File: src/rtl/alu_issue_ctrl_pkg.sv
// -----------------------------------------------------------------------------
// alu_issue_ctrl_pkg
// Shared definitions for the ALU issue/writeback controller and the ALU:
//   - ALU select codes (5-bit)
//   - control FSM state encoding
//   - debug view of the controller's internal state
// -----------------------------------------------------------------------------
package alu_issue_ctrl_pkg;

  localparam int OP_W = 5;

  localparam logic [OP_W-1:0] OP_ADD = 5'd0;
  localparam logic [OP_W-1:0] OP_SUB = 5'd1;
  localparam logic [OP_W-1:0] OP_DIV = 5'd2;
  localparam logic [OP_W-1:0] OP_AND = 5'd3;
  localparam logic [OP_W-1:0] OP_OR  = 5'd4;
  localparam logic [OP_W-1:0] OP_XOR = 5'd5;

  typedef enum logic [1:0] {
    ST_IDLE = 2'd0,
    ST_EXEC = 2'd1,
    ST_DIV  = 2'd2,
    ST_WB   = 2'd3
  } state_t;

  // Observation bundle exported by the controller.
  typedef struct packed {
    state_t state;
    logic   div_busy;
  } dbg_t;

  // Only add and subtract update the carry flag.
  function automatic logic op_sets_carry(input logic [OP_W-1:0] op);
    return (op == OP_ADD) || (op == OP_SUB);
  endfunction

endpackage

File: src/rtl/alu_issue_ctrl_seq_divider.sv
// -----------------------------------------------------------------------------
// alu_issue_ctrl_seq_divider
// Unsigned restoring divider, one quotient bit per clock, WORD_SIZE iterations.
//
// Ports:
//   clk, clr_n   clock / asynchronous active-low reset
//   start        load dividend/divisor and begin (ignored when not idle)
//   dividend     numerator, sampled on start
//   divisor      denominator, sampled on start (caller guarantees non-zero)
//   busy         iterations in progress
//   done         high during the final iteration cycle: the quotient is
//                complete after the clock edge that ends this cycle
//   quotient     quotient register (remainder is kept internally only)
// -----------------------------------------------------------------------------
module alu_issue_ctrl_seq_divider #(
  parameter int WORD_SIZE = 8
) (
  input  logic                 clk,
  input  logic                 clr_n,
  input  logic                 start,
  input  logic [WORD_SIZE-1:0] dividend,
  input  logic [WORD_SIZE-1:0] divisor,
  output logic                 busy,
  output logic                 done,
  output logic [WORD_SIZE-1:0] quotient
);

  localparam int CW = (WORD_SIZE > 1) ? $clog2(WORD_SIZE) : 1;

  logic [WORD_SIZE-1:0] rem_q;
  logic [WORD_SIZE-1:0] quo_q;
  logic [WORD_SIZE-1:0] divisor_q;
  logic [CW-1:0]        cnt_q;
  logic                 busy_q;

  // Partial remainder shifted left with the next dividend bit, and the trial
  // subtraction. A set top bit of trial means the subtraction went negative,
  // so the shifted value is kept (restored) and the quotient bit is 0.
  logic [WORD_SIZE:0] shifted;
  logic [WORD_SIZE:0] trial;

  always_comb begin
    shifted = {rem_q, quo_q[WORD_SIZE-1]};
    trial   = shifted - {1'b0, divisor_q};
  end

  assign busy     = busy_q;
  assign done     = busy_q && (cnt_q == CW'(WORD_SIZE - 1));
  assign quotient = quo_q;

  always_ff @(posedge clk or negedge clr_n) begin
    if (!clr_n) begin
      rem_q     <= '0;
      quo_q     <= '0;
      divisor_q <= '0;
      cnt_q     <= '0;
      busy_q    <= 1'b0;
    end else if (start && !busy_q) begin
      rem_q     <= '0;
      quo_q     <= dividend;
      divisor_q <= divisor;
      cnt_q     <= '0;
      busy_q    <= 1'b1;
    end else if (busy_q) begin
      // The dividend shifts out of the top of quo_q while quotient bits
      // shift in at the bottom.
      if (trial[WORD_SIZE]) begin
        rem_q <= shifted[WORD_SIZE-1:0];
        quo_q <= {quo_q[WORD_SIZE-2:0], 1'b0};
      end else begin
        rem_q <= trial[WORD_SIZE-1:0];
        quo_q <= {quo_q[WORD_SIZE-2:0], 1'b1};
      end
      cnt_q <= cnt_q + CW'(1);
      if (done) begin
        busy_q <= 1'b0;
      end
    end
  end

endmodule

File: src/rtl/alu_issue_ctrl.sv
// -----------------------------------------------------------------------------
// alu_issue_ctrl
// Issue/writeback controller for the datapath ALU. Owns a small register file,
// accepts one operation at a time, presents registered operands and select to
// the external combinational ALU, captures its result/carry and writes back.
// Divide is executed locally by a sequential divider; the ALU is not used.
//
// Ports:
//   clk, clr_n                 clock / asynchronous active-low reset
//   in_valid, in_ready         operation handshake
//   in_op, in_ra, in_rb, in_rd select code, sources, destination
//   ld_en, ld_addr, ld_data    host register preload (any state)
//   rd_addr, rd_data           combinational register observation port
//   alu_a, alu_b, alu_sel      registered ALU inputs
//   alu_out, alu_carry         ALU result and carry-out
//   wb_valid, wb_addr, wb_data writeback (wb_valid is a one-cycle pulse)
//   carry_flag                 carry of the last add/sub
//   dz_flag                    last divide had a zero divisor
//   dbg                        FSM state and divider activity
//
// Handshake: an operation transfers on a rising edge where in_valid and
// in_ready are both high. in_ready is high only in IDLE and does not depend on
// in_valid; the op fields must be stable while in_valid is high.
// -----------------------------------------------------------------------------
module alu_issue_ctrl
  import alu_issue_ctrl_pkg::*;
#(
  parameter int WORD_SIZE = 8,
  parameter int NUM_REGS  = 8,
  parameter int AW        = $clog2(NUM_REGS)
) (
  input  logic                 clk,
  input  logic                 clr_n,
  input  logic                 in_valid,
  output logic                 in_ready,
  input  logic [OP_W-1:0]      in_op,
  input  logic [AW-1:0]        in_ra,
  input  logic [AW-1:0]        in_rb,
  input  logic [AW-1:0]        in_rd,
  input  logic                 ld_en,
  input  logic [AW-1:0]        ld_addr,
  input  logic [WORD_SIZE-1:0] ld_data,
  input  logic [AW-1:0]        rd_addr,
  output logic [WORD_SIZE-1:0] rd_data,
  output logic [WORD_SIZE-1:0] alu_a,
  output logic [WORD_SIZE-1:0] alu_b,
  output logic [OP_W-1:0]      alu_sel,
  input  logic [WORD_SIZE-1:0] alu_out,
  input  logic                 alu_carry,
  output logic                 wb_valid,
  output logic [AW-1:0]        wb_addr,
  output logic [WORD_SIZE-1:0] wb_data,
  output logic                 carry_flag,
  output logic                 dz_flag,
  output dbg_t                 dbg
);

  logic [WORD_SIZE-1:0] regfile [NUM_REGS];

  state_t               state_q;
  state_t               state_d;
  logic [WORD_SIZE-1:0] alu_a_q;
  logic [WORD_SIZE-1:0] alu_b_q;
  logic [OP_W-1:0]      alu_sel_q;
  logic [AW-1:0]        rd_q;
  logic [WORD_SIZE-1:0] result_q;
  logic                 div_path_q;  // result comes from the divider
  logic                 carry_q;
  logic                 dz_q;

  logic                 accept;
  logic                 div_start;
  logic                 div_busy;
  logic                 div_done;
  logic [WORD_SIZE-1:0] div_quotient;
  logic [WORD_SIZE-1:0] src_a;
  logic [WORD_SIZE-1:0] src_b;

  assign src_a = regfile[in_ra];
  assign src_b = regfile[in_rb];

  alu_issue_ctrl_seq_divider #(
    .WORD_SIZE (WORD_SIZE)
  ) u_div (
    .clk      (clk),
    .clr_n    (clr_n),
    .start    (div_start),
    .dividend (src_a),
    .divisor  (src_b),
    .busy     (div_busy),
    .done     (div_done),
    .quotient (div_quotient)
  );

  // ---------------------------------------------------------------------------
  // FSM next state and handshake outputs
  // ---------------------------------------------------------------------------
  always_comb begin
    state_d   = state_q;
    in_ready  = 1'b0;
    wb_valid  = 1'b0;
    accept    = 1'b0;
    div_start = 1'b0;
    case (state_q)
      ST_IDLE: begin
        in_ready = 1'b1;
        if (in_valid) begin
          accept = 1'b1;
          // A zero divisor takes the short path and is resolved in EXEC.
          if (in_op == OP_DIV && src_b != '0) begin
            div_start = 1'b1;
            state_d   = ST_DIV;
          end else begin
            state_d = ST_EXEC;
          end
        end
      end
      ST_EXEC: state_d = ST_WB;
      ST_DIV: begin
        if (div_done) begin
          state_d = ST_WB;
        end
      end
      ST_WB: begin
        wb_valid = 1'b1;
        state_d  = ST_IDLE;
      end
      default: state_d = ST_IDLE;
    endcase
  end

  always_ff @(posedge clk or negedge clr_n) begin
    if (!clr_n) begin
      state_q <= ST_IDLE;
    end else begin
      state_q <= state_d;
    end
  end

  // ---------------------------------------------------------------------------
  // Datapath registers and register file
  // ---------------------------------------------------------------------------
  always_ff @(posedge clk or negedge clr_n) begin
    if (!clr_n) begin
      for (int i = 0; i < NUM_REGS; i++) begin
        regfile[i] <= '0;
      end
      alu_a_q    <= '0;
      alu_b_q    <= '0;
      alu_sel_q  <= '0;
      rd_q       <= '0;
      result_q   <= '0;
      div_path_q <= 1'b0;
      carry_q    <= 1'b0;
      dz_q       <= 1'b0;
    end else begin
      if (accept) begin
        alu_a_q    <= src_a;
        alu_b_q    <= src_b;
        alu_sel_q  <= in_op;
        rd_q       <= in_rd;
        div_path_q <= div_start;
      end

      if (state_q == ST_EXEC) begin
        if (op_sets_carry(alu_sel_q)) begin
          carry_q <= alu_carry;
        end
        // Reaching EXEC with a divide means the divisor was zero.
        if (alu_sel_q == OP_DIV) begin
          result_q <= '1;
          dz_q     <= 1'b1;
        end else begin
          result_q <= alu_out;
        end
      end

      if (state_q == ST_DIV && div_done) begin
        dz_q <= 1'b0;
      end

      // Host preload first so a same-cycle writeback to the same register
      // overrides it.
      if (ld_en) begin
        regfile[ld_addr] <= ld_data;
      end
      if (state_q == ST_WB) begin
        regfile[rd_q] <= wb_data;
      end
    end
  end

  assign alu_a      = alu_a_q;
  assign alu_b      = alu_b_q;
  assign alu_sel    = alu_sel_q;
  assign wb_addr    = rd_q;
  assign wb_data    = div_path_q ? div_quotient : result_q;
  assign carry_flag = carry_q;
  assign dz_flag    = dz_q;
  assign rd_data    = regfile[rd_addr];

  assign dbg.state    = state_q;
  assign dbg.div_busy = div_busy;

endmodule

File: config.mk
export PLATFORM = sky130hd
export DESIGN_NAME = alu_issue_ctrl
export DESIGN_NICKNAME = d
export VERILOG_FILES = /design/src/rtl/alu_issue_ctrl_pkg.sv /design/src/rtl/alu_issue_ctrl_seq_divider.sv /design/src/rtl/alu_issue_ctrl.sv
export SDC_FILE = /design/constraint.sdc
export NUM_CORES = 1
export LEC_CHECK = 0
export CORE_AREA = 8 8 134 136
export CTS_CLUSTER_DIAMETER = 60
export DETAILED_ROUTE_END_ITERATION = 6
export DIE_AREA = 0 0 142 144
export PLACE_DENSITY = 0.71
export SETUP_SLACK_MARGIN = 0.15
export SKIP_CTS_REPAIR_TIMING = 1
export SYNTH_ARGS = -nofsm -noshare
export SYNTH_HDL_FRONTEND = slang
export SYNTH_HIERARCHICAL = 1
export SYNTH_SLANG_ARGS = --single-unit
export TNS_END_PERCENT = 10
File: constraint.sdc
create_clock -name clk -period 6.5 [get_ports clk]
set_clock_uncertainty 0.2 [all_clocks]
set_input_delay 1.95 -clock clk [delete_from_list [all_inputs] [get_ports clk]]
set_output_delay 1.95 -clock clk [all_outputs]
set_load 0.1 [all_outputs]
==> summary.txt <==
GLOBAL ROUTE
-----------------------------------------------------------------------------------------------------
Antenna violations before repair                                                                    0
Global Route met1 Usage                                                                         0.261
Remaining Overflow, GRT                                                                             0
Overall Global Routing Usage                                                                    0.221
First-pass GRT wire length                                                                    33.9 mm
Vias in the first global route                                                                   6096
Largest net degree at the start of global routing                                                  56
Highest-utilization routing layer at the global route stage                                      met2
Met2 layer usage reported by global route                                                       0.378
GR Layer Usage met3                                                                            0.0499

YOSYS
-----------------------------------------------------------------------------------------------------
Dominant cells by area after synthesis                                                   dfrtp_1, mux4_2, mux2i_1
Synthesized instance count                                                                        668
Number of warning messages in the yosys log                                                         6
Xor and xnor area share after synthesis                                                       0.00451
Share of the synthesized area in compound gates (AO/OA/AOI/OAI)                                0.0869
Area of the mapped netlist                                                                   7760 µm²
Fraction of post-synthesis cell area in the top cell type by area                               0.416
Post-synthesis cell type with the largest combined area                                       dfrtp_1
Count of unique library cells instantiated by Yosys                                                56
Post-synthesis sequential area ratio                                                            0.416
Average size of a mapped cell                                                                11.6 µm²
Post-synth net total                                                                              724
Main combinational cell family by area after synthesis                                   multiplexers
Synth Register Bits                                                                               129
Simple-gate portion of the synthesized area                                                    0.0899
Post-synthesis share of cell area spent on full adders, half adders and majority gates         0.0251
Share of synthesized area spent on multiplexers                                                 0.336

TIMING
-----------------------------------------------------------------------------------------------------
Final TNS setup                                                                                  0 ns
Worst Slack Setup Final                                                                      0.558 ns
Setup repair after global routing missed its margin                                             false
Time the worst path needs with I/O delays and setup                                           5.94 ns
Highest attainable clock frequency                                                            168 MHz
Final period utilization                                                                        0.914
Number of max-slew violations in the final report                                                   0
Tightest Pin Transition                                                                       1.28 ns
Count of endpoints failing hold in the final timing report                                          0
Tightest hold margin                                                                         0.296 ns
Rel. slew slack                                                                                 0.143
Setup Viol. Count Final                                                                             0

WORST SETUP PATH
-----------------------------------------------------------------------------------------------------
Worst setup SP type                                                                      primary input
Worst EP required                                                                             4.35 ns
Endpoint of the worst register-to-register path                                          u_div/divisor_q[0]
Critical path start-end classification                                                   primary input to output pin
Cells on worst reg2reg path                                                                         9
Kind of capture point of the worst setup path                                              output pin
Worst-path fanout max                                                                              16
Worst reg2reg path startpoint                                                              state_q[0]
Data arrival time of the worst path                                                           3.79 ns
Reg2Reg Setup Slack                                                                           3.09 ns

PLACED DESIGN
-----------------------------------------------------------------------------------------------------
Place WS                                                                                     0.577 ns
Cell count after placement                                                                        933
Post-detailed-placement cell area                                                            8830 µm²
Count of buffers inserted at the top-level ports                                                   87
Placer Congestion                                                                               0.858
HPWL after detailed placement                                                                 14.8 mm

ROUTING
-----------------------------------------------------------------------------------------------------
Via count of the routed design                                                                   5836
DRC Markers                                                                                         0
Antenna viol nets, final                                                                            0
Final WL                                                                                      21.6 mm
Wire length per cell                                                                          22.4 µm
Detailed Route Iter0 Violations                                                                   446
Total iterations of the first detailed-routing run                                                  5
Vias per cell                                                                                    6.06

CELLS AND AREA
-----------------------------------------------------------------------------------------------------
Fraction of final layout cells sized beyond drive strength 1                                    0.219
Total Nets Final                                                                                  788
Final standard cell utilization of the core                                                     0.586
Layout Cell Area excl Fill                                                                   9400 µm²
Non-filler instance count after layout                                                            963
Number of antenna diodes                                                                            0
Area grow syn2layout                                                                            21.1%

MIN PATH
-----------------------------------------------------------------------------------------------------
Number of cells on the worst hold path                                                              2
Origin of the worst min-delay path                                                        result_q[0]
Worst hold path type                                                                     flip-flop to flip-flop
Destination of the worst hold path                                                        result_q[0]

OUTCOME
-----------------------------------------------------------------------------------------------------
Result of the run                                                                        finished, final reports clean

CLOCKING
-----------------------------------------------------------------------------------------------------
Clock tree sinks                                                                                  129
Clock latency at the later pin of the worst-skew pair                                         0.43 ns
Clock-pin transition on the worst setup and hold timing paths                                 0.06 ns
CTS H-tree lvls                                                                                     4
Clk buf depth                                                                                       2
Clock tree from TritonCTS                                                                         yes
Clock root buffer master                                                                    clkbuf_16
Total CTS buffers                                                                                  17

DIE
-----------------------------------------------------------------------------------------------------
Num rows                                                                                           47
Die Footprint                                                                               20400 µm²
Ports placed on the boundary                                                                       88
Vert. Die Dim                                                                                  144 µm
Area of the core region                                                                     16100 µm²
Starting Density                                                                                0.484
Overall die width                                                                              142 µm

RUN
-----------------------------------------------------------------------------------------------------
Maximum Capacitance Violations                                                                      0

POWER AND IR DROP
-----------------------------------------------------------------------------------------------------
VDD IR-drop max                                                                                310 µV
Total power                                                                                   2.51 mW
Leak Pwr                                                                                      3.81 nW
Power density over cell area                                                               267 nW/µm²

## power breakdown
part | leakage (nW) | switching, mW | total (mW) | internal, mW
Combinational | 2.06 | 0.299 | 0.593 | 0.293
Clock | 0.284 | 0.353 | 0.928 | 0.576
Sequential | 1.47 | 0.0966 | 0.989 | 0.892
## layout make-up
cell class | instances | area [µm²]
Fill cell | 1340 | 6650
Clock inverter | 11 | 115
Tap cell | 220 | 275
Multi-Input combinational cell | 467 | 4210
Timing Repair Buffer | 102 | 1060
Clock buffer | 19 | 453
Inverter | 15 | 56.3
Sequential cell | 129 | 3230
## cell usage in the layout, fill, tap and decap left out, types with 2 or more instances in the layout
master,count
a211o_1,2
a21o_1,2
a21oi_1,36
a22o_1,4
a32oi_1,3
and2_1,2
buf_12,8
buf_4,16
bufinv_16,2
clkbuf_16,17
clkbuf_8,2
clkdlybuf4s50_1,78
clkinv_2,6
clkinv_4,2
dfrtp_1,129
ha_1,14
inv_1,15
mux2_2,58
mux2i_1,82
mux4_1,11
mux4_2,37
nand2_1,65
nand2b_1,3
nand3_1,6
nand4_1,2
nand4b_1,7
nor2_1,36
nor2b_1,4
nor3_1,2
nor3_2,2
nor3b_1,4
o211ai_1,5
o21ai_0,51
o21ai_1,2
xor2_1,4
## per-layer routing
metal,vias to the layer above,part of all wire
li1,2582,-
met1,2955,0.40
met2,253,0.51
met3,46,0.067
met4,0,0.026
met5,-,0
## cells by family after synthesis
| family | after synthesis |
|---|---|
| compound gates | 116 |
| xor+xnor | 4 |
| fa+ha+maj | 15 |
| buf+inv | 72 |
| flops | 129 |
| mux | 189 |
| simple gates | 143 |
## worst max-delay path by stage
stage / startpoint / end / slack [ns] / depth (start not counted)
6_report: rd_addr[0] / rd_data[3] / 0.56 / 5
2_1_floorplan: rd_addr[0] / rd_data[0] / 0.64 / 4
3_5_place_dp: rd_addr[0] / rd_data[3] / 0.58 / 5
5_1_grt: rd_addr[0] / rd_data[3] / 0.50 / 5
4_1_cts: rd_addr[0] / rd_data[3] / 0.55 / 5
3_3_place_gp: rd_addr[0] / rd_data[1] / 0.59 / 5
## Yosys cell counts (all sizes together)
| cell type | n |
|---|---|
| a211o | 2 |
| a211oi | 1 |
| a21boi | 1 |
| a21o | 3 |
| a21oi | 37 |
| a22o | 4 |
| a22oi | 1 |
| a2bb2oi | 1 |
| a311o | 1 |
| a32oi | 3 |
| and2 | 3 |
| buf | 22 |
| clkbuf | 35 |
| dfrtp | 129 |
| fa | 1 |
| ha | 14 |
| inv | 15 |
| mux2 | 59 |
| mux2i | 82 |
| mux4 | 48 |
| nand2 | 65 |
| nand2b | 3 |
| nand3 | 6 |
| nand3b | 1 |
| nand4 | 2 |
| nand4b | 7 |
| nor2 | 37 |
| nor2b | 4 |
| nor3 | 4 |
| nor3b | 5 |
| nor4 | 3 |
| o211ai | 5 |
| o21a | 1 |
| o21ai | 53 |
| o21bai | 1 |
| o22ai | 1 |
| o31ai | 1 |
| or3 | 1 |
| or3b | 1 |
| or4b | 1 |
| xor2 | 4 |
## worst max-delay path, cell delays in order
cell	delay, ns
clkdlybuf4s50_1	0.45
buf_4	0.32
mux4_2	0.56
mux2_2	0.32
buf_12	0.18
## sequential cells by signal (all words and copies together), names as in the netlist
name             count
u_div/cnt_q          3
u_div/busy           1
div_path_q           1
carry_flag           1
u_div/rem_q          8
u_div/divisor_q      8
state_q              2
alu_a                8
u_div/quotient       8
regfile             64
wb_addr              3
dz_flag              1
result_q             8
alu_b                8
alu_sel              5
Power figures use the tool's default switching activity.
==> patch (same settings) <==
Set the package constant `OP_W` to 10 (it was 5).
--- a/src/rtl/alu_issue_ctrl_pkg.sv
+++ b/src/rtl/alu_issue_ctrl_pkg.sv
@@ -8,5 +8,5 @@
 package alu_issue_ctrl_pkg;
 
-  localparam int OP_W = 5;
+  localparam int OP_W = 10;
 
   localparam logic [OP_W-1:0] OP_ADD = 5'd0;
Ports: changed (resized alu_sel and in_op); port bits go from 88 to 98. The function was not compared with the original's and may differ.
==> patch against the unedited design <==
- hold slack improved by 5.3 ps
- combinational power fell by 1%
- area after synthesis rose by 2.6%
- sequential power rose by 4%
- count of clock-buffer cells in the layout rose by 2
- routed wire length fell by 5.0%
- sequential cell count rose by 5
- power fell by 2.2%
- global-route usage fell by 1.1 points
- sequential share of layout area rose by 0.47 points
- first-iteration DRC count rose by 2.9%
- via count rose by 0.74%
- critical endpoint is now rd_data[4]
- worst setup slack improved by 23 ps
- design area rose by 2.5%
==> patch: results (changes against the unedited design) <==
- Yosys reg bits: 134 (+3.9%)
- Fill cells: 1262 (-5.8%)
- Status: finished clean
- HPWL after DPL: 15.3 mm (+3.5%)
- Register area share after synthesis: 42.1% (+0.51 points)
- Non-clk buf share: 12.0% (+0.69 points)
- Dpl ws: 569 ps (-7.92 ps)
- First-pass GRT wire length: 33.2 mm (-2.2%)
- Reg power frac: 42.1% (+2.7 points)
- Setup slack, reg-to-reg: 3110 ps (+20 ps)
- Port buffer count: 97 (+11%)
- Sw Share: 30.8% (+1.0 points)
- R2r startpoint: state_q[1]
- Top cells by count, synth: dfrtp_1 (134), mux2i_1 (82), nand2_1 (65)
- WL per Instance: 20.7 µm (-7.4%)
- Seq/total area: 34.8% (+0.47 points)
- Layout Nets: 817 (+3.7%)
- Vias/cell: 5.95 (-1.8%)
- Multi-input combinational area share: 44.6% (-0.23 points)
- # clk buffers: 21 (+2)
- Worst ir drop on vdd: 0.195 mV (-37%)
- P_leak: 3.92 nW (+2.7%)
- ClkCell Share: 5.19% (-0.85 points)
- Pin count of the biggest net entering global routing: 65 (+16%)
- Gr usage total: 21.0% (-1.1 points)
- Worst endpoint data arrival time: 3770 ps (-20 ps)
[patch: stage by stage]
stage	std cells	power [mW]	instance area [µm²]	utilization [%]	hold WS [ps]
after detailed placement	957	1.62	9140	56.9	289
after global placement	957	1.60	9140	56.9	282
after CTS	988	2.47	9640	60.0	303
after floorplan	684	1.40	7970	-	261
final	988	2.46	9640	60.0	302
after global routing	988	2.55	9640	60.0	323
[patch: logic make-up (layout without fill, tap and decap cells)]
group,count (synthesis),in the layout,share of synthesized area [%]
muxes,194,194,33.5
and+or+nand+nor,148,148,9.03
DFF,134,134,42.1
AOI/OAI and AO/OA,116,116,8.47
buffers and inverters,73,157,4.04
adders and majority gates,15,15,2.45
xor gates and xnor gates,4,4,0.440
[patch: metal layers]
metal / vias up / GRT usage [%] / share of wire [%]
li1: 2657 / - / -
met1: 3024 / 26.9 / 44
met2: 173 / 34.2 / 50
met3: 25 / 4.59 / 4.7
met4: 0 / 8.42 / 1.9
met5: - / 0 / 0
